[src/rtl/vga_timing_pkg.sv]
// rtl/vga_timing_pkg.sv - 640x480@60 mode constants, FSM states and coordinate type
package vga_timing_pkg;

  localparam int MODE_H_TOTAL  = 800;
  localparam int MODE_V_TOTAL  = 521;
  localparam int MODE_H_PULSE  = 96;
  localparam int MODE_V_PULSE  = 2;
  localparam int MODE_HBP      = 144;
  localparam int MODE_VBP      = 31;
  localparam int MODE_H_ACTIVE = 640;
  localparam int MODE_V_ACTIVE = 480;

  localparam int CNT_W     = 10;
  localparam int TMO_LIMIT = 1024;

  typedef logic [CNT_W-1:0] coord_t;

  typedef enum logic [1:0] {SEARCH, TRACK, LOCKED} state_t;

  function automatic coord_t sat_inc(input coord_t v);
    return (v == '1) ? v : coord_t'(v + 1'b1);
  endfunction

endpackage

[src/rtl/vga_timing_decoder_if.sv]
// rtl/vga_timing_decoder_if.sv - sync input and recovered-timing bundle
interface vga_timing_decoder_if;
  import vga_timing_pkg::*;

  logic   pix_ce;
  logic   hsync_in;
  logic   vsync_in;
  coord_t x;
  coord_t y;
  logic   de;
  logic   locked;
  logic   lock_err;
  coord_t h_total;
  coord_t v_total;
  coord_t h_pulse;
  coord_t v_pulse;

  modport master (
    output pix_ce, hsync_in, vsync_in,
    input  x, y, de, locked, lock_err, h_total, v_total, h_pulse, v_pulse
  );

  modport slave (
    input  pix_ce, hsync_in, vsync_in,
    output x, y, de, locked, lock_err, h_total, v_total, h_pulse, v_pulse
  );

endinterface

[src/rtl/sync_pulse_meter.sv]
// rtl/sync_pulse_meter.sv - active-low sync edge detect, period and low-width measurement
module sync_pulse_meter
  import vga_timing_pkg::*;
#(
  parameter int EXP_TOTAL = MODE_H_TOTAL,
  parameter int EXP_PULSE = MODE_H_PULSE
) (
  input  logic   clk,
  input  logic   clr,
  input  logic   en,
  input  logic   sync_in,
  output logic   fall,
  output logic   bad,
  output coord_t cnt,
  output coord_t total,
  output coord_t pulse
);

  logic   q;
  logic   rise;
  coord_t width;

  assign fall = en & q & ~sync_in;
  assign rise = en & ~q & sync_in;
  // The fall sample closes a period; the rise sample closes a pulse.
  assign bad  = (fall & (sat_inc(cnt) != coord_t'(EXP_TOTAL)))
              | (rise & (width != coord_t'(EXP_PULSE)));

  always_ff @(posedge clk) begin
    if (clr) begin
      q     <= 1'b1;
      cnt   <= '0;
      width <= '0;
      total <= '0;
      pulse <= '0;
    end else if (en) begin
      q <= sync_in;
      if (fall) begin
        cnt   <= '0;
        total <= sat_inc(cnt);
        width <= coord_t'(1);
      end else begin
        cnt <= sat_inc(cnt);
        if (!sync_in) width <= sat_inc(width);
      end
      if (rise) pulse <= width;
    end
  end

endmodule

[src/rtl/vga_timing_decoder.sv]
// rtl/vga_timing_decoder.sv - measures incoming sync timing, locks to the mode, recovers x/y/de
module vga_timing_decoder
  import vga_timing_pkg::*;
#(
  parameter int H_TOTAL     = MODE_H_TOTAL,
  parameter int V_TOTAL     = MODE_V_TOTAL,
  parameter int H_PULSE     = MODE_H_PULSE,
  parameter int V_PULSE     = MODE_V_PULSE,
  parameter int HBP         = MODE_HBP,
  parameter int VBP         = MODE_VBP,
  parameter int H_ACTIVE    = MODE_H_ACTIVE,
  parameter int V_ACTIVE    = MODE_V_ACTIVE,
  parameter int LOCK_FRAMES = 3
) (
  input logic                 clk,
  input logic                 clr,
  vga_timing_decoder_if.slave bus
);

  coord_t      rh, rv, h_tot, v_tot, h_pul, v_pul;
  logic        h_fall, h_bad, frame_start, v_bad;
  state_t      state;
  logic [3:0]  good_cnt;
  logic        locked, lock_err, frame_bad;
  logic [10:0] tmo;
  logic        tmo_hit, frame_good, in_h, in_v, de;

  sync_pulse_meter #(.EXP_TOTAL(H_TOTAL), .EXP_PULSE(H_PULSE)) u_hmeter (
    .clk(clk), .clr(clr), .en(bus.pix_ce), .sync_in(bus.hsync_in),
    .fall(h_fall), .bad(h_bad), .cnt(rh), .total(h_tot), .pulse(h_pul)
  );

  // Vertical meter runs in line units: it only advances on hsync falls.
  sync_pulse_meter #(.EXP_TOTAL(V_TOTAL), .EXP_PULSE(V_PULSE)) u_vmeter (
    .clk(clk), .clr(clr), .en(h_fall), .sync_in(bus.vsync_in),
    .fall(frame_start), .bad(v_bad), .cnt(rv), .total(v_tot), .pulse(v_pul)
  );

  assign tmo_hit    = bus.pix_ce & ~h_fall & (tmo == 11'(TMO_LIMIT - 1));
  // Includes the line (and frame length) closing on this very sample.
  assign frame_good = ~(frame_bad | h_bad | v_bad);

  always_ff @(posedge clk) begin
    if (clr) begin
      state     <= SEARCH;
      good_cnt  <= '0;
      locked    <= 1'b0;
      lock_err  <= 1'b0;
      frame_bad <= 1'b0;
      tmo       <= '0;
    end else begin
      lock_err <= 1'b0;
      if (bus.pix_ce) begin
        if (h_fall)                        tmo <= '0;
        else if (tmo != 11'(TMO_LIMIT))    tmo <= tmo + 11'd1;

        if (frame_start)                   frame_bad <= 1'b0;
        else if (h_bad | v_bad)            frame_bad <= 1'b1;

        if (tmo_hit) begin
          state    <= SEARCH;
          locked   <= 1'b0;
          good_cnt <= '0;
          lock_err <= (state == LOCKED);
        end else if (frame_start) begin
          case (state)
            SEARCH: begin
              state    <= TRACK;
              good_cnt <= '0;
            end
            TRACK: begin
              if (!frame_good) begin
                good_cnt <= '0;
              end else if (good_cnt + 4'd1 == 4'(LOCK_FRAMES)) begin
                state    <= LOCKED;
                locked   <= 1'b1;
                good_cnt <= '0;
              end else begin
                good_cnt <= good_cnt + 4'd1;
              end
            end
            LOCKED: begin
              if (!frame_good) begin
                state    <= TRACK;
                locked   <= 1'b0;
                good_cnt <= '0;
                lock_err <= 1'b1;
              end
            end
            default: state <= SEARCH;
          endcase
        end
      end
    end
  end

  assign in_h = (rh >= coord_t'(HBP)) && (rh < coord_t'(HBP + H_ACTIVE));
  assign in_v = (rv >= coord_t'(VBP)) && (rv < coord_t'(VBP + V_ACTIVE));
  assign de   = locked & in_h & in_v;

  assign bus.de       = de;
  assign bus.x        = de ? coord_t'(rh - coord_t'(HBP)) : '0;
  assign bus.y        = de ? coord_t'(rv - coord_t'(VBP)) : '0;
  assign bus.locked   = locked;
  assign bus.lock_err = lock_err;
  assign bus.h_total  = h_tot;
  assign bus.v_total  = v_tot;
  assign bus.h_pulse  = h_pul;
  assign bus.v_pulse  = v_pul;

endmodule
[src/flat_wrapper.sv]
// flat-port wrapper written by rule: the top's interface ports become plain ports
module vga_timing_decoder_flat import vga_timing_pkg::*;
#(
  parameter int H_TOTAL     = MODE_H_TOTAL,
  parameter int V_TOTAL     = MODE_V_TOTAL,
  parameter int H_PULSE     = MODE_H_PULSE,
  parameter int V_PULSE     = MODE_V_PULSE,
  parameter int HBP         = MODE_HBP,
  parameter int VBP         = MODE_VBP,
  parameter int H_ACTIVE    = MODE_H_ACTIVE,
  parameter int V_ACTIVE    = MODE_V_ACTIVE,
  parameter int LOCK_FRAMES = 3
)
  (clk, clr, bus_pix_ce, bus_hsync_in, bus_vsync_in, bus_x, bus_y, bus_de, bus_locked, bus_lock_err, bus_h_total, bus_v_total, bus_h_pulse, bus_v_pulse);
  vga_timing_decoder_if bus_i ();
  input logic clk;
  input logic clr;
  input wire logic [$bits(bus_i.pix_ce)-1:0] bus_pix_ce;
  input wire logic [$bits(bus_i.hsync_in)-1:0] bus_hsync_in;
  input wire logic [$bits(bus_i.vsync_in)-1:0] bus_vsync_in;
  output wire logic [$bits(bus_i.x)-1:0] bus_x;
  output wire logic [$bits(bus_i.y)-1:0] bus_y;
  output wire logic [$bits(bus_i.de)-1:0] bus_de;
  output wire logic [$bits(bus_i.locked)-1:0] bus_locked;
  output wire logic [$bits(bus_i.lock_err)-1:0] bus_lock_err;
  output wire logic [$bits(bus_i.h_total)-1:0] bus_h_total;
  output wire logic [$bits(bus_i.v_total)-1:0] bus_v_total;
  output wire logic [$bits(bus_i.h_pulse)-1:0] bus_h_pulse;
  output wire logic [$bits(bus_i.v_pulse)-1:0] bus_v_pulse;
  assign bus_i.pix_ce = bus_pix_ce;
  assign bus_i.hsync_in = bus_hsync_in;
  assign bus_i.vsync_in = bus_vsync_in;
  assign bus_x = bus_i.x;
  assign bus_y = bus_i.y;
  assign bus_de = bus_i.de;
  assign bus_locked = bus_i.locked;
  assign bus_lock_err = bus_i.lock_err;
  assign bus_h_total = bus_i.h_total;
  assign bus_v_total = bus_i.v_total;
  assign bus_h_pulse = bus_i.h_pulse;
  assign bus_v_pulse = bus_i.v_pulse;
  vga_timing_decoder #(.H_TOTAL(H_TOTAL), .V_TOTAL(V_TOTAL), .H_PULSE(H_PULSE), .V_PULSE(V_PULSE), .HBP(HBP), .VBP(VBP), .H_ACTIVE(H_ACTIVE), .V_ACTIVE(V_ACTIVE), .LOCK_FRAMES(LOCK_FRAMES)) u_core (.clk(clk), .clr(clr), .bus(bus_i));
endmodule
[config.mk]
export PLATFORM = sky130hd
export DESIGN_NAME = vga_timing_decoder_flat
export DESIGN_NICKNAME = d
export VERILOG_FILES = /design/src/rtl/vga_timing_pkg.sv /design/src/rtl/vga_timing_decoder_if.sv /design/src/rtl/sync_pulse_meter.sv /design/src/rtl/vga_timing_decoder.sv /design/src/flat_wrapper.sv
export SDC_FILE = /design/constraint.sdc
export NUM_CORES = 1
export LEC_CHECK = 0
export CORE_MARGIN = 10
export CORE_UTILIZATION = 50
export DETAILED_ROUTE_END_ITERATION = 6
export GPL_TIMING_DRIVEN = 0
export HOLD_SLACK_MARGIN = 0.12
export PLACE_DENSITY = 0.78
export SYNTH_ARGS = -nofsm -noshare
export SYNTH_HDL_FRONTEND = slang
export SYNTH_SLANG_ARGS = --single-unit
[constraint.sdc]
create_clock -name clk -period 4.9 [get_ports clk]
set_clock_uncertainty 0.15 [all_clocks]
set_input_delay 0.98 -clock clk [delete_from_list [all_inputs] [get_ports clk]]
set_output_delay 0.98 -clock clk [all_outputs]
set_load 0.05 [all_outputs]
# ---- Yosys cells after proc, flatten, opt, wreduce, memory -nomap -nowiden
# Cells that the tools add are included.
dict set report totals {
  reg_bits 102
  in_bits 5
}
dict set report op_classes {
  eq_ne 20
  reduce_logical 20
  muxes 38
  magnitude_cmp 4
  bitwise_logic 27
  addsub 8
}
# cell count
set op_table {}
lappend op_table {{two-way mux 10 bit} 12}
lappend op_table {{adder 10 x 1 -> 10 bit (second input constant)} 4}
lappend op_table {{equality test 10 bit (second input constant)} 4}
lappend op_table {{two-way mux 11 bit} 2}
lappend op_table {{two-way mux 4 bit} 5}
lappend op_table {{inequality test 10 bit (second input constant)} 2}
lappend op_table {{bitwise AND 1 bit} 16}
lappend op_table {{one-hot mux 4 bit (3 select lines)} 1}
lappend op_table {{AND reduction 2 bit} 6}
lappend op_table {{adder 11 x 1 -> 11 bit (second input constant)} 1}
lappend op_table {{equality test 11 x 10 -> 1 bit (second input constant)} 1}
lappend op_table {{two-way mux 1 bit} 11}
lappend op_table {{inequality test 11 bit (second input constant)} 1}
lappend op_table {{greater-or-equal comparator 10 x 5 -> 1 bit (second input constant)} 1}
lappend op_table {{greater-or-equal comparator 10 x 8 -> 1 bit (second input constant)} 1}
lappend op_table {{less-than comparator 10 bit (second input constant)} 1}
lappend op_table {{less-than comparator 10 x 9 -> 1 bit (second input constant)} 1}
lappend op_table {{two-way mux 2 bit} 5}
lappend op_table {{inequality test 10 x 2 -> 1 bit (second input constant)} 1}
lappend op_table {{inequality test 10 x 7 -> 1 bit (second input constant)} 1}
lappend op_table {{subtractor 10 x 5 -> 10 bit (second input constant)} 1}
lappend op_table {{subtractor 10 x 8 -> 10 bit (second input constant)} 1}
lappend op_table {{inequality test 2 x 1 -> 1 bit (second input constant)} 3}
lappend op_table {{inequality test 3 x 2 -> 1 bit (second input constant)} 2}
lappend op_table {{20 further kinds} 33}

# ---- Depth between registers and ports, before layout
# Gate-level depths: netlist of the first run.
dict set report logic_depth {
  ltp_word 11
  mapped_depth 11
  mapped_depth_nobuf 10
}

# ---- Hierarchy
# From an unflattened synthesis of the first run, not the netlist that was laid out.
dict set report hier_totals {
  cells_unflattened 705
  area_unflattened_um2 5685.5
}
# module n_inst area_each_um2 cells_each seq_area_each_um2
set by_module_without_submodules {}
lappend by_module_without_submodules {{sync_pulse_meter at u_core.u_vmeter} 1 2144.6 260 820.8}
lappend by_module_without_submodules {{sync_pulse_meter at u_core.u_hmeter} 1 2093.3 252 820.8}
lappend by_module_without_submodules {vga_timing_decoder 1 1447.6 193 400.4}

# ---- Least setup slack after synthesis of the first run
# No wires, ideal clock.
dict set report synth_path {
  path_kind {reg2out}
  start {reg u_core.u_hmeter.cnt[4]}
  end {out bus_y[8]}
  setup_slack_ns 0.672
  stages_incl_launch_ff 10
  arrival_ns 3.098
  required_time_ns 3.770
  n_path_buf 1
  cell_sequence {dfxtp_1 buf_2 inv_1 ha_1 nand2_1 nand2_1 o31ai_1 nor3_1 nor4bb_1 nor4b_1}
}
dict set report synth_via {
  elab_chain_cells 5
  elab_cells_between_ends 6
}
# element line_no
set synth_rtl {}
lappend synth_rtl {{start, declared} sync_pulse_meter.sv:14} ;# output coord_t cnt,
lappend synth_rtl {{start signal, assigned} sync_pulse_meter.sv:43} ;# cnt <= sat_inc(cnt);
lappend synth_rtl {{greater-or-equal comparator 10 x 8 -> 1 bit / less-than comparator 10 bit (equally long branches)} vga_timing_decoder.sv:97} ;# assign in_h = (rh >= coord_t'(HBP)) && (rh < coord_t'(HBP + H_ACTIVE));
lappend synth_rtl {{logical AND 1 bit *} vga_timing_decoder.sv:97}
lappend synth_rtl {{bitwise AND 1 bit * (2 in series)} vga_timing_decoder.sv:99} ;# assign de = locked & in_h & in_v;
lappend synth_rtl {{two-way mux 10 bit *} vga_timing_decoder.sv:103} ;# assign bus.y = de ? coord_t'(rv - coord_t'(VBP)) : '0;
lappend synth_rtl {{end, declared} flat_wrapper.sv:22} ;# output wire logic [$bits(bus_i.y)-1:0] bus_y;
# Mark *: on every way between the ends. The rest lies on a longest branch, timed or not.

# ---- Worst setup path after layout of the first run
dict set report layout_path {
  start {reg u_core.u_hmeter.cnt[4]}
  end {out bus_x[2]}
}
dict set report layout_via {
  elab_chain_cells 5
  elab_cells_between_ends 6
}
# element line_no
set layout_rtl {}
lappend layout_rtl {{greater-or-equal comparator 10 x 8 -> 1 bit / less-than comparator 10 bit (equally long branches)} vga_timing_decoder.sv:97}
lappend layout_rtl {{logical AND 1 bit *} vga_timing_decoder.sv:97}
lappend layout_rtl {{bitwise AND 1 bit * (2 in series)} vga_timing_decoder.sv:99}
lappend layout_rtl {{two-way mux 10 bit *} vga_timing_decoder.sv:102} ;# assign bus.x = de ? coord_t'(rh - coord_t'(HBP)) : '0;
lappend layout_rtl {{end, declared} flat_wrapper.sv:21} ;# output wire logic [$bits(bus_i.x)-1:0] bus_x;
# Marked as above.

==> run summary, run 1 <==
Entering global routing, the biggest net connects 17 pins. The synthesized netlist contains 69 unique library cells. The first global-routing pass estimated 24000 microns of wire. In the final routed layout, each cell accounts on average for 17.0 microns. Along the worst hold path, the cell count comes to 2.

The synthesized design contains 0 enable-type register cells. Internal power comes to 1.18 mW. The number of placement rows is 37. TritonCTS created 9 clock buffers.

Dividing total power by cell area gives a power density of 247 mW/mm^2. The number of setup violations in the final report is 0, and the shortest period the worst path allows is 4.61 ns. The worst setup path is launched from a register.

Net switching power figure: 0.404 mW. Of all nets on the critical path, the largest fanout is 10. The tools report the effective utilization at floorplan as 51.6%.

The number of buffer and inverter stages on the critical path is 4, and the number of remaining DRC errors is 0. The cell occurring most often along the worst timing path is sky130_fd_sc_hd__nand2_1. The run gives 38.1% as the register area share after synthesis. The tools report the startpoint of the worst register-to-register path as u_core.u_hmeter.cnt[0]. The required arrival time at the worst endpoint came out at 3.77 ns. For the worst setup path, the data arrival time is 3.48 ns. The count of buffers added on input and output ports is 67. In the final design database the tool counted 756 nets.

The signal on the critical path passes through buf_2 > inv_1 > ha_1 > nand2_1 > nand2_1 > o31ai_1 > nor3_1 > nor4bb_1 > o211ai_1 > clkbuf_1 > nor2_1 > clkdlybuf4s15_1. The worst setup path is of the register to output pin kind. The tools report the total core area as 0.0104 sq mm. Cells with a size suffix above 1 make up 6.78% of the layout. Summed over all nets, wire length on met2 after detailed routing comes to 7090 microns. The worst min-delay path class is register to register.

The repair_antennas step left the layout with diodes totalling 0. The leftover overflow at the end of global routing came out at 0. After layout, the worst path uses 94.1% of the clock period. After routing, the total negative slack on setup checks comes to 0 ns. Yosys attributes the largest share of cell area to sky130_fd_sc_hd__dfxtp_1 38%, sky130_fd_sc_hd__nor2_1 7.9%, sky130_fd_sc_hd__nand2_1 4.3%, sky130_fd_sc_hd__ha_1 4.2%, sky130_fd_sc_hd__mux2i_1 3.6%. After detailed routing, the met3 layer carries 1010 microns of wire.

Relative to the synthesized area, the layout overhead comes to 20.0%. Uppermost layer routed: met4. The later pin in the worst-skew pair is clocked with a latency of 0.37 ns. The startpoint identified for the worst hold timing path is u_core.u_hmeter.total[9]. The count of synthesis-stage warnings from yosys was 0. The flop-to-flop setup slack was 1.72 ns. Among all flip-flop cells after synthesis, the most frequent one is sky130_fd_sc_hd__dfxtp_1. The pre-antenna-repair detailed-routing pass consisted of 5 iterations.

In this run the deepest clock path goes through 2 buffers. Total placed instance area: 0.00619 sq mm. The number of sinks handled by clock tree synthesis was 102; the iteration-0 DRC count of the detailed router was 444.

Detailed placement ended at an HPWL of 11000 microns. For the static leakage, the log shows 2.54 nW. Worst-path cell with the longest stage delay: sky130_fd_sc_hd__clkdlybuf4s15_1. Setup repair after global routing left no endpoint under its margin. Synthesized cell area: 0.00535 sq mm. Ranked by instance count, the synthesized netlist is headed by 112 x sky130_fd_sc_hd__nor2_1, 102 x sky130_fd_sc_hd__dfxtp_1, 61 x sky130_fd_sc_hd__nand2_1. In the synthesized netlist the async set-or-reset flop fraction comes to 0%. The run gives 6490 microns as the detailed-route wire length on metal 1.

The logs give 0 for the max-slew violation total from the final report and 0.000172 V for the worst vdd rail ir drop. For this design the top-level I/O count stands at 68. The average instance in the mapped netlist occupies 8.20 sq um.

Total number of H-tree levels: 3. The fraction of post-synthesis cell area in the top cell type by area was 38.1%; the post-detailed-routing wire length was 14800 microns. The end of the worst hold path was u_core.u_hmeter.total[9]. The number of instances in the placed design was 856; the via density per instance was 5.75. The run gives 4735 as the via count of the first global-routing pass. The endpoint class of the critical path was an output pin. Counting cells, the worst reg-to-reg path comes to 11.

Registers are responsible for 53.7% of the overall power. Critical path's top delay family: buffers and inverters. The peak per-stage delay on the critical path was 0.52 ns; the total die area was 0.0152 sq mm.

For the final hold violation count, the log shows 0. Once layout is done, the placed cells without fillers occupy 0.00643 sq mm. The logs give 0 for the number of antenna violations at the first check in global routing and 9.0% for the logic gate share of total power.

The proportion of total power due to net switching came out at 25.4%. The layout has 915 filler cells. From left edge to right edge, the die measures 123 microns. The worst slew margin relative to its limit came out at 49.6%.

The relative contribution of the clock network to total power came out at 37.3%. The tools report the worst slack on hold paths as 0.309 ns. Root cell of the clock tree: sky130_fd_sc_hd__clkbuf_8. Yosys instantiated no cell more often than sky130_fd_sc_hd__nor2_1.

The congestion estimate from routability-driven global placement came to 0.917. The total power of the final layout was 1.59 mW; the total track usage was 19.4%. The synthesized flop and latch total is 102. Height of the die: 123 microns. For this run, the number of standard cells in the final layout without fillers is 873. Register with the highest flop count: u_core.tmo. Static timing analysis puts the maximum clock frequency at 217 MHz. The net count after synthesis was 676. In the synthesized netlist, the number of instances is 653.

The register with the most flip-flops in the layout has 11 of them. Actual slew at the worst max-slew pin: 0.756 ns. The run finished with clean final reports. The run gives 5023 as the detailed-route via count. The cell type with the largest total area after synthesis is sky130_fd_sc_hd__dfxtp_1. The number of violations of the max-capacitance limit was 0. TritonCTS built the clock tree.

The tools report the reg-to-reg critical path endpoint as u_core.state[1]. After clock tree synthesis, the clock-pin slew on the worst setup and hold paths is 0.10 ns. In this run the remaining antenna-violating nets after routing total 0.
## repair_timing
action	in CTS	in global routing
gates resized for setup	9	25
pin swaps	1	0
buffers inserted	2	0
hold buffers	0	0
setup endpoints to repair	11	19
## routing by layer
metal  track usage (%)  vias to the layer above
met2              33.6                      180
met4              6.33                        0
met1              23.7                     2367
met3              3.74                       19
li1                  -                     2457
met5                 0                        -
## worst reg2reg max path, delay by kind of cell, from the launching register on
family	cells	cell delay, ns
DFF	1	0.48
adders and majority gates	1	0.21
and+or+nand+nor	3	0.65
buffers and inverters	2	0.29
AOI/OAI and AO/OA	5	1.36
## logic make-up after synthesis
| family | Yosys count | synth area share [%] |
|---|---|---|
| compound gates | 130 | 16.7 |
| buf+inv | 63 | 5.23 |
| xor+xnor | 37 | 6.05 |
| flops | 102 | 38.1 |
| mux | 19 | 3.55 |
| simple gates | 284 | 26.1 |
| fa+ha+maj | 18 | 4.21 |
## through the flow
stage                     util [%]  setup slack [ns]
after floorplan                  -             0.672
after global placement        59.7             0.225
after detailed placement      59.7             0.237
after CTS                     61.9            0.0533
after global routing          62.0           0.00913
final                         62.0             0.289
## placed cells by master (no fill, tap or decap), types with 12 or more instances in the layout
master / count
sky130_fd_sc_hd__nor2_1: 112
sky130_fd_sc_hd__dfxtp_1: 102
sky130_fd_sc_hd__nand2_1: 61
sky130_fd_sc_hd__clkdlybuf4s50_1: 48
sky130_fd_sc_hd__a21oi_1: 36
sky130_fd_sc_hd__inv_1: 28
sky130_fd_sc_hd__o21ai_0: 24
sky130_fd_sc_hd__nand3_1: 20
sky130_fd_sc_hd__clkbuf_1: 20
sky130_fd_sc_hd__xor2_1: 19
sky130_fd_sc_hd__mux2i_1: 19
sky130_fd_sc_hd__xnor2_1: 18
sky130_fd_sc_hd__ha_1: 18
sky130_fd_sc_hd__nor3_1: 13
sky130_fd_sc_hd__nand4_1: 12
sky130_fd_sc_hd__a211oi_1: 12
## cell type report
| class | instances | area (sq um) | share of cell area [%] |
|---|---|---|---|
| Multi-Input combinational cell | 488 | 3030 | 47.2 |
| Sequential cell | 102 | 2040 | 31.8 |
| Timing Repair Buffer | 69 | 681 | 10.6 |
| Buffer | 35 | 175 | 2.73 |
| Tap cell | 136 | 170 | 2.65 |
| Clock buffer | 10 | 138 | 2.14 |
| Inverter | 28 | 105 | 1.64 |
| Clock inverter | 5 | 83.8 | 1.30 |
## worst max-delay path by stage
stage	from	end	slack, ns	depth (start not counted)
4_1_cts	u_core.u_hmeter.cnt[4]	bus_de	0.05	12
3_5_place_dp	u_core.u_hmeter.cnt[4]	bus_x[5]	0.24	12
5_1_grt	u_core.u_hmeter.cnt[4]	bus_x[3]	0.009	12
3_3_place_gp	u_core.u_hmeter.cnt[4]	bus_x[8]	0.22	12
6_report	u_core.u_hmeter.cnt[4]	bus_x[2]	0.29	12
2_1_floorplan	u_core.u_hmeter.cnt[4]	bus_y[8]	0.67	9
## power by group through the flow
stage / combinational [mW] / clock [mW] / sequential [mW]
6_report: 0.143 / 0.593 / 0.853
5_1_grt: 0.154 / 0.630 / 0.855
4_1_cts: 0.142 / 0.603 / 0.853
3_5_place_dp: 0.141 / 0 / 0.872
3_3_place_gp: 0.138 / 0 / 0.871
2_1_floorplan: 0.0735 / 0 / 0.891
Note: power is estimated with default switching activity, not from simulation.
==> run 2, diff against run 1 <==
CORE_UTILIZATION = 55   (was 50)
PLACE_DENSITY = 0.84   (was 0.78)
==> run 2 against run 1 <==
  * Die area fell by 7.7%
  * Critical path depth did not move
  * Worst hold slack improved by 0.0015 ns
  * Design area fell by 0.51%
  * Count of clock-buffer cells in the layout fell by 1
  * First-iteration DRC count fell by 9.9%
  * Setup slack got worse by 0.037 ns
  * Core utilization rose by 6.3 points
  * Via count rose by 0.12%
  * Critical endpoint is now bus_x[1]
==> run summary, run 2 (synthesis results as in run 1) <==
The via count of the first global-routing pass is 4865 (+2.7%), and the number of violations of the max-capacitance limit is 0 (unchanged). The number of buffer and inverter stages on the critical path came out at 4 (unchanged). Average wire per cell in the routed design: 16.8 microns (-1.4%). TritonCTS built the clock tree. Fill cell total of the finished layout: 842 (-8.0%). Leaving out fill and tap cells, the most frequent cell in the layout is sky130_fd_sc_hd__nor2_1. The total core area was 0.00937 sq mm (-9.6%). Register with the highest flop count: u_core.tmo.

The logs give 57.1% (+5.5 points) for the effective utilization at floorplan and 215 MHz (-0.80%) for the achievable frequency. The power per standard cell area works out to 235 mW/mm^2 (-4.9%). The highest net fanout along the worst path was 10 (unchanged); the total die area was 0.0141 sq mm (-7.7%).

The height of the die was 119 microns (-3.9%); the number of setup violations in the final report was 0 (unchanged). The iteration-0 DRC count of the detailed router was 400 (-9.9%); the number of remaining DRC errors was 0 (unchanged). The logs give 0.000129 V (-25%) for the worst vdd rail ir drop and 49.6% (about the same) for the worst slew margin relative to its limit.

The tools report the total number of H-tree levels as 3 (unchanged). The layout overhead on the synthesized area is 19.4%. The signal on the critical path passes through buf_2 > inv_1 > ha_1 > nand2_1 > nand2_1 > o31ai_1 > nor3_1 > nor4bb_1 > o211ai_1 > clkbuf_1 > nor2_1 > dlygate4sd2_1.

The run finished with clean final reports. The logs give 0 (unchanged) for the final hold violation count and 19 (+2) for the largest net degree at the start of global routing. The post-route clock period utilization came out at 94.9% (+0.76 points). The max-slew violation total from the final report was 0 (unchanged); the detailed-routing iteration count for the pre-antenna-repair pass was 5 (unchanged). The share of post-route cells with drive strength above 1 is 5.97% (-0.81 points). The leftover overflow at the end of global routing was 0 (unchanged). The logs give 0.00639 sq mm (-0.51%) for the final cell area excluding filler cells and 3.77 ns (about the same) for the required arrival time at the worst endpoint.

Setup repair after global routing left no endpoint under its margin. The run gives 0.00619 sq mm (-0.14%) as the total placed instance area. For the number of nets in the finished design, the log shows 756 (unchanged).

The peak per-stage delay on the critical path is 0.55 ns (+0.03 ns). The tools report the detailed-route via count as 5029 (+0.12%). The static leakage came out at 2.56 nW (+0.54%). The tools report the maximum number of buffers from clock root to sink as 2 (unchanged). The critical setup path kind is register to output pin.

The total track usage is 20.3% (+0.87 points), and the post-detailed-routing wire length is 14500 microns (-2.2%). Clock tree synthesis selected as its root buffer the cell sky130_fd_sc_hd__clkbuf_8. The cell occurring most often along the worst timing path is sky130_fd_sc_hd__nand2_1.

Among all stages on the critical path, the largest delay is contributed by sky130_fd_sc_hd__dlygate4sd2_1. Number of sinks handled by clock tree synthesis: 102 (unchanged). The final estimated routing congestion in global placement is 0.921 (+0.44%), and the number of antenna diodes is 0 (unchanged). In the layout the commonest cells are 112 x sky130_fd_sc_hd__nor2_1, 102 x sky130_fd_sc_hd__dfxtp_1, 61 x sky130_fd_sc_hd__nand2_1. The register clock-pin slew on the reported worst setup and hold paths was 0.10 ns (about the same). Via density per instance: 5.81 (+0.93%). STA classifies the critical path endpoint as an output pin. The run gives 68 (unchanged) as the count of pins on the block boundary.

The run gives 35 (-5.4%) as the number of placement rows. For the remaining number of nets flagged by the antenna check after routing, the log shows 0 (unchanged). The path class of the tightest hold or removal check is register to register.

The actual slew at the worst max-slew pin is 0.756 ns (-0.0000288 ns), and the summed negative setup slack over all endpoints is 0 ns (unchanged). The HPWL reported at the end of detailed placement was 10800 microns (-1.2%); the x dimension of the die was 119 microns (-3.9%). The logs give 0.38 ns (about the same) for the later-pin clock latency in the skew report and 24300 microns (+1.4%) for the wire length of the first global-routing pass.

The data arrival time of the critical path is 3.52 ns (+0.04 ns), and the total clock buffers created by CTS is 9 (unchanged). The number of buffers added on ports works out to 67 (unchanged). The launching element type of the critical path was a register. The flip-flop count of the largest register after layout is 11 (unchanged). The shortest period the worst path allows came out at 4.65 ns (+0.0374 ns). Number of antenna violations at the first check in global routing: 0 (unchanged). The critical path's top delay family was buffers and inverters.
[run 2: cell types whose count changed in the layout (fill, tap and decap cells not counted), sizes merged]
| cell | delta |
|---|---|
| clkdlybuf4s15 | -3 |
| bufinv | -2 |
| clkbuf | -7 |
| inv | +3 |
| dlygate4sd2 | +9 |
[run 2: path summary, 6_finish.rpt]
kind	start	to	slack [ns]	cells after the start
setup / recovery	u_core.u_hmeter.cnt[4]	bus_x[1]	0.25	12
hold / removal	u_core.u_hmeter.total[0]	u_core.u_hmeter.total[0]	0.31	2
setup reg to reg	u_core.u_hmeter.cnt[0]	u_core.good_cnt[3]	1.67	11
hold reg to reg	u_core.u_hmeter.total[0]	u_core.u_hmeter.total[0]	0.31	2
[run 2: where the power goes]
part           switching, mW  internal, mW
clock                  0.316         0.192
combinational         0.0970        0.0439
sequential            0.0122         0.841
[run 2: layer usage]
| layer | vias to the layer above | wire length (microns) | track usage, % |
|---|---|---|---|
| met5 | - | 0 | 0 |
| met4 | 0 | 243 | 6.64 |
| met3 | 22 | 847 | 4.14 |
| met2 | 168 | 6990 | 34.6 |
| met1 | 2391 | 6430 | 24.8 |
| li1 | 2448 | - | - |
[run 2: layout make-up]
class | count | area, sq um | share of cell area, %
multi-input combinational | 488 | 3030 | 47.4
sequential | 102 | 2040 | 31.9
buffer | 35 | 175 | 2.74
clock inverter | 6 | 55.1 | 0.861
timing repair buffer | 69 | 699 | 10.9
clock buffer | 9 | 124 | 1.94
inverter | 28 | 105 | 1.64
tap | 129 | 161 | 2.52
[run 2: timing repair]
item | in CTS | in global routing
endpoints found under the setup margin | 11 | 10
resized for setup | 9 | 10
pin swaps | 1 | 0
setup buffers | 2 | 0
hold buffers | 0 | 0
[run 2: stage by stage]
stage | util (%) | setup WS (ns) | std cells | hold WS (ns) | power [mW]
2_1_floorplan | - | 0.672 | 653 | 0.304 | 0.964
3_3_place_gp | 66.0 | 0.219 | 849 | 0.289 | 1.01
3_5_place_dp | 66.0 | 0.167 | 849 | 0.297 | 1.01
4_1_cts | 68.0 | 0.00369 | 866 | 0.312 | 1.51
5_1_grt | 68.2 | 0.0340 | 866 | 0.334 | 1.56
6_report | 68.2 | 0.252 | 866 | 0.311 | 1.50
[run 2: worst register-to-register path, stage by stage (launching register included)]
cell,delay [ns]
sky130_fd_sc_hd__dfxtp_1,0.53
sky130_fd_sc_hd__ha_1,0.22
sky130_fd_sc_hd__buf_6,0.14
sky130_fd_sc_hd__nand4_4,0.15
sky130_fd_sc_hd__or2_0,0.27
sky130_fd_sc_hd__buf_6,0.15
sky130_fd_sc_hd__a221o_1,0.38
sky130_fd_sc_hd__a2111oi_4,0.41
sky130_fd_sc_hd__a22oi_2,0.17
sky130_fd_sc_hd__a21oi_4,0.26
sky130_fd_sc_hd__nand3_2,0.15
sky130_fd_sc_hd__o22ai_1,0.19
==> run 3, diff against run 2 <==
CTS_CLUSTER_DIAMETER = 120   (was unset)
GPL_TIMING_DRIVEN = 1   (was 0)
==> run 3 against run 2 <==
  * Critical path depth fell by 1
  * Register-to-register slack got worse by 0.26 ns
  * Via count fell by 4.1%
  * Worst hold slack got worse by 0.0047 ns
  * Critical path type unchanged
  * Critical endpoint is now bus_y[0]
  * Highest routed layer unchanged
==> run summary, run 3 (synthesis results as in run 1) <==
The logs give 9 (unchanged) for the total clock buffers created by CTS and 68 (unchanged) for the count of pins on the block boundary. Flip-flop count of the largest register after layout: 11 (unchanged). The x dimension of the die was 119 microns (unchanged); the data arrival time of the critical path was 3.46 ns (-0.06 ns). The tools report the number of violations of the max-capacitance limit as 0 (unchanged). The tools report the number of remaining DRC errors as 0 (unchanged). Setup repair after global routing left no endpoint under its margin. The detailed-route via count is 4821 (-4.1%). The post-CTS resize count was 0 (-9); the required arrival time at the worst endpoint was 3.77 ns (about the same). For the later-pin clock latency in the skew report, the log shows 0.38 ns (about the same).

Summed negative setup slack over all endpoints: 0 ns (unchanged). The proportion of total power due to net switching works out to 28.3% (-0.040 points). The run gives 825 (-2.8%) as the number of instances in the placed design. The worst slew margin relative to its limit was 47.4% (-2.2 points).

The via count of the first global-routing pass is 4559 (-6.3%). The total placed instance area came out at 0.00605 sq mm (-2.3%). The worst hold path stage count is 2 (unchanged), and the iteration-0 DRC count of the detailed router is 309 (-23%). The worst vdd rail ir drop is 0.000206 V (+59%), and the count of hold buffers inserted by post-cts repair is 0 (unchanged). For the static leakage, the log shows 2.31 nW (-9.6%). The actual slew at the worst max-slew pin was 0.787 ns (+0.0309 ns); the net switching power figure was 0.426 mW (about the same). For the total die area, the log shows 0.0141 sq mm (unchanged). The maximum number of buffers from clock root to sink came out at 2 (unchanged).

The run finished with clean final reports. The shortest period the worst path allows was 4.59 ns (-0.0549 ns); the post-detailed-routing wire length was 13500 microns (-6.8%). Number of antenna violations at the first check in global routing: 0 (unchanged).

The total track usage was 18.6% (-1.7 points); the fill cell total of the finished layout was 823 (-2.3%). The HPWL reported at the end of detailed placement came out at 10000 microns (-7.4%). The worst hold path belongs to the class register to register. The share of power burned in registers came out at 56.7% (about the same). Leaving out fill and tap cells, the most frequent cells in the layout are 112 x sky130_fd_sc_hd__nor2_1, 102 x sky130_fd_sc_hd__dfxtp_1, 61 x sky130_fd_sc_hd__nand2_1.

For the largest net degree at the start of global routing, the log shows 56 (+37). The remaining number of nets flagged by the antenna check after routing came out at 0 (unchanged). The tools report the max-slew violation total from the final report as 0 (unchanged). The logs give 34.4% (+0.6 points) for the relative contribution of the clock network to total power and 1.08 mW (+0.23%) for the cell internal power dissipation. Effective utilization at floorplan: 57.1% (unchanged). The post-route clock period utilization was 93.7% (-1.1 points); the number of placement rows was 35 (unchanged).

Endpoint class of the critical path: an output pin. For the final cell area excluding filler cells, the log shows 0.00623 sq mm (-2.5%). The number of nets in the finished design was 730 (-3.4%). Number of setup violations in the final report: 0 (unchanged).

STA classifies the critical path startpoint as a register. The number of antenna diodes was 0 (unchanged). The total core area was 0.00937 sq mm (unchanged); the final hold violation count was 0 (unchanged). The highest net fanout along the worst path was 12 (+2); the post-route non-filler standard cell count was 841 (-2.9%). The tools report the leftover overflow at the end of global routing as 0 (unchanged). Average wire per cell in the routed design: 16.1 microns (-4.1%). The layout overhead on the synthesized area came out at 16.4%.

The power per standard cell area is 241 mW/mm^2 (+2.7%). The tree is rooted in a sky130_fd_sc_hd__clkbuf_8. Share of post-route cells with drive strength above 1: 8.29% (+2.3 points). The height of the die works out to 119 microns (unchanged). The final estimated routing congestion in global placement came out at 0.932 (+1.3%). The register with the highest flop count is u_core.tmo.

The critical setup path kind was register to output pin. The register clock-pin slew on the reported worst setup and hold paths was 0.10 ns (about the same). For the achievable frequency, the log shows 218 MHz (+1.2%).

Most common cell after layout, fill and taps aside: sky130_fd_sc_hd__nor2_1. The via density per instance is 5.73 (-1.3%), and the detailed-routing iteration count for the pre-antenna-repair pass is 5 (unchanged). The logs give 0 (-2) for the setup fix buffers added after clock tree synthesis and 22400 microns (-7.9%) for the wire length of the first global-routing pass. The logic gate share of total power came out at 8.9% (-0.5 points). TritonCTS built the clock tree. The number of buffers added on ports was 67 (unchanged).

The cell depth of the worst flop-to-flop path is 9 (-2), and the number of sinks handled by clock tree synthesis is 102 (unchanged). The run gives 3 (unchanged) as the total number of H-tree levels.
## run 3: final cells by class
type | count | area, sq um | area share, %
Timing Repair Buffer | 78 | 706 | 11.3
Inverter | 28 | 105 | 1.69
Clock inverter | 7 | 63.8 | 1.02
Tap cell | 129 | 161 | 2.59
Sequential cell | 102 | 2040 | 32.8
Multi-Input combinational cell | 488 | 3030 | 48.6
Clock buffer | 9 | 124 | 1.99
## run 3: layer usage
metal | GRT usage (%) | vias to the layer above | share of wire (%)
met1 | 22.8 | 2275 | 45
met4 | 5.65 | 0 | 1.2
met5 | 0 | - | 0
met3 | 5.05 | 14 | 6.2
li1 | - | 2401 | -
met2 | 30.9 | 131 | 48
## run 3: power by group through the flow
stage	clock network, mW	logic [mW]	registers, mW
finish	0.518	0.134	0.853
global route	0.559	0.146	0.855
CTS	0.529	0.134	0.853
detailed placement	0	0.133	0.872
global placement	0	0.130	0.871
floorplan	0	0.0735	0.891
## run 3: stage by stage
stage                     util (%)  hold slack (ns)  total power, mW  setup WS, ns
after floorplan                  -            0.304            0.964         0.672
final                         66.5            0.306             1.50         0.307
after detailed placement      64.5            0.298             1.01         0.735
after global placement        64.5            0.288             1.00         0.859
after global routing          66.5            0.330             1.56        0.0815
after CTS                     66.5            0.311             1.52         0.311
## run 3: final timing paths
check / from / slack [ns] / end
max reg2reg: u_core.u_hmeter.cnt[0] / 1.41 / u_core.good_cnt[3]
max: u_core.u_hmeter.cnt[4] / 0.31 / bus_y[0]
min: u_core.u_vmeter.total[8] / 0.31 / u_core.u_vmeter.total[8]
min reg2reg: u_core.u_vmeter.total[8] / 0.31 / u_core.u_vmeter.total[8]
## run 3: critical path: stages, from the launching register on
cell and delay, ns:
sky130_fd_sc_hd__dfxtp_1 0.58, sky130_fd_sc_hd__inv_1 0.13, sky130_fd_sc_hd__ha_1 0.23, sky130_fd_sc_hd__nand2_1 0.10, sky130_fd_sc_hd__nand2_1 0.10, sky130_fd_sc_hd__o31ai_1 0.13, sky130_fd_sc_hd__nor3_1 0.09, sky130_fd_sc_hd__nor4bb_1 0.28
sky130_fd_sc_hd__buf_4 0.17, sky130_fd_sc_hd__o211ai_1 0.27, sky130_fd_sc_hd__nor2_1 0.18, sky130_fd_sc_hd__clkdlybuf4s50_1 0.83
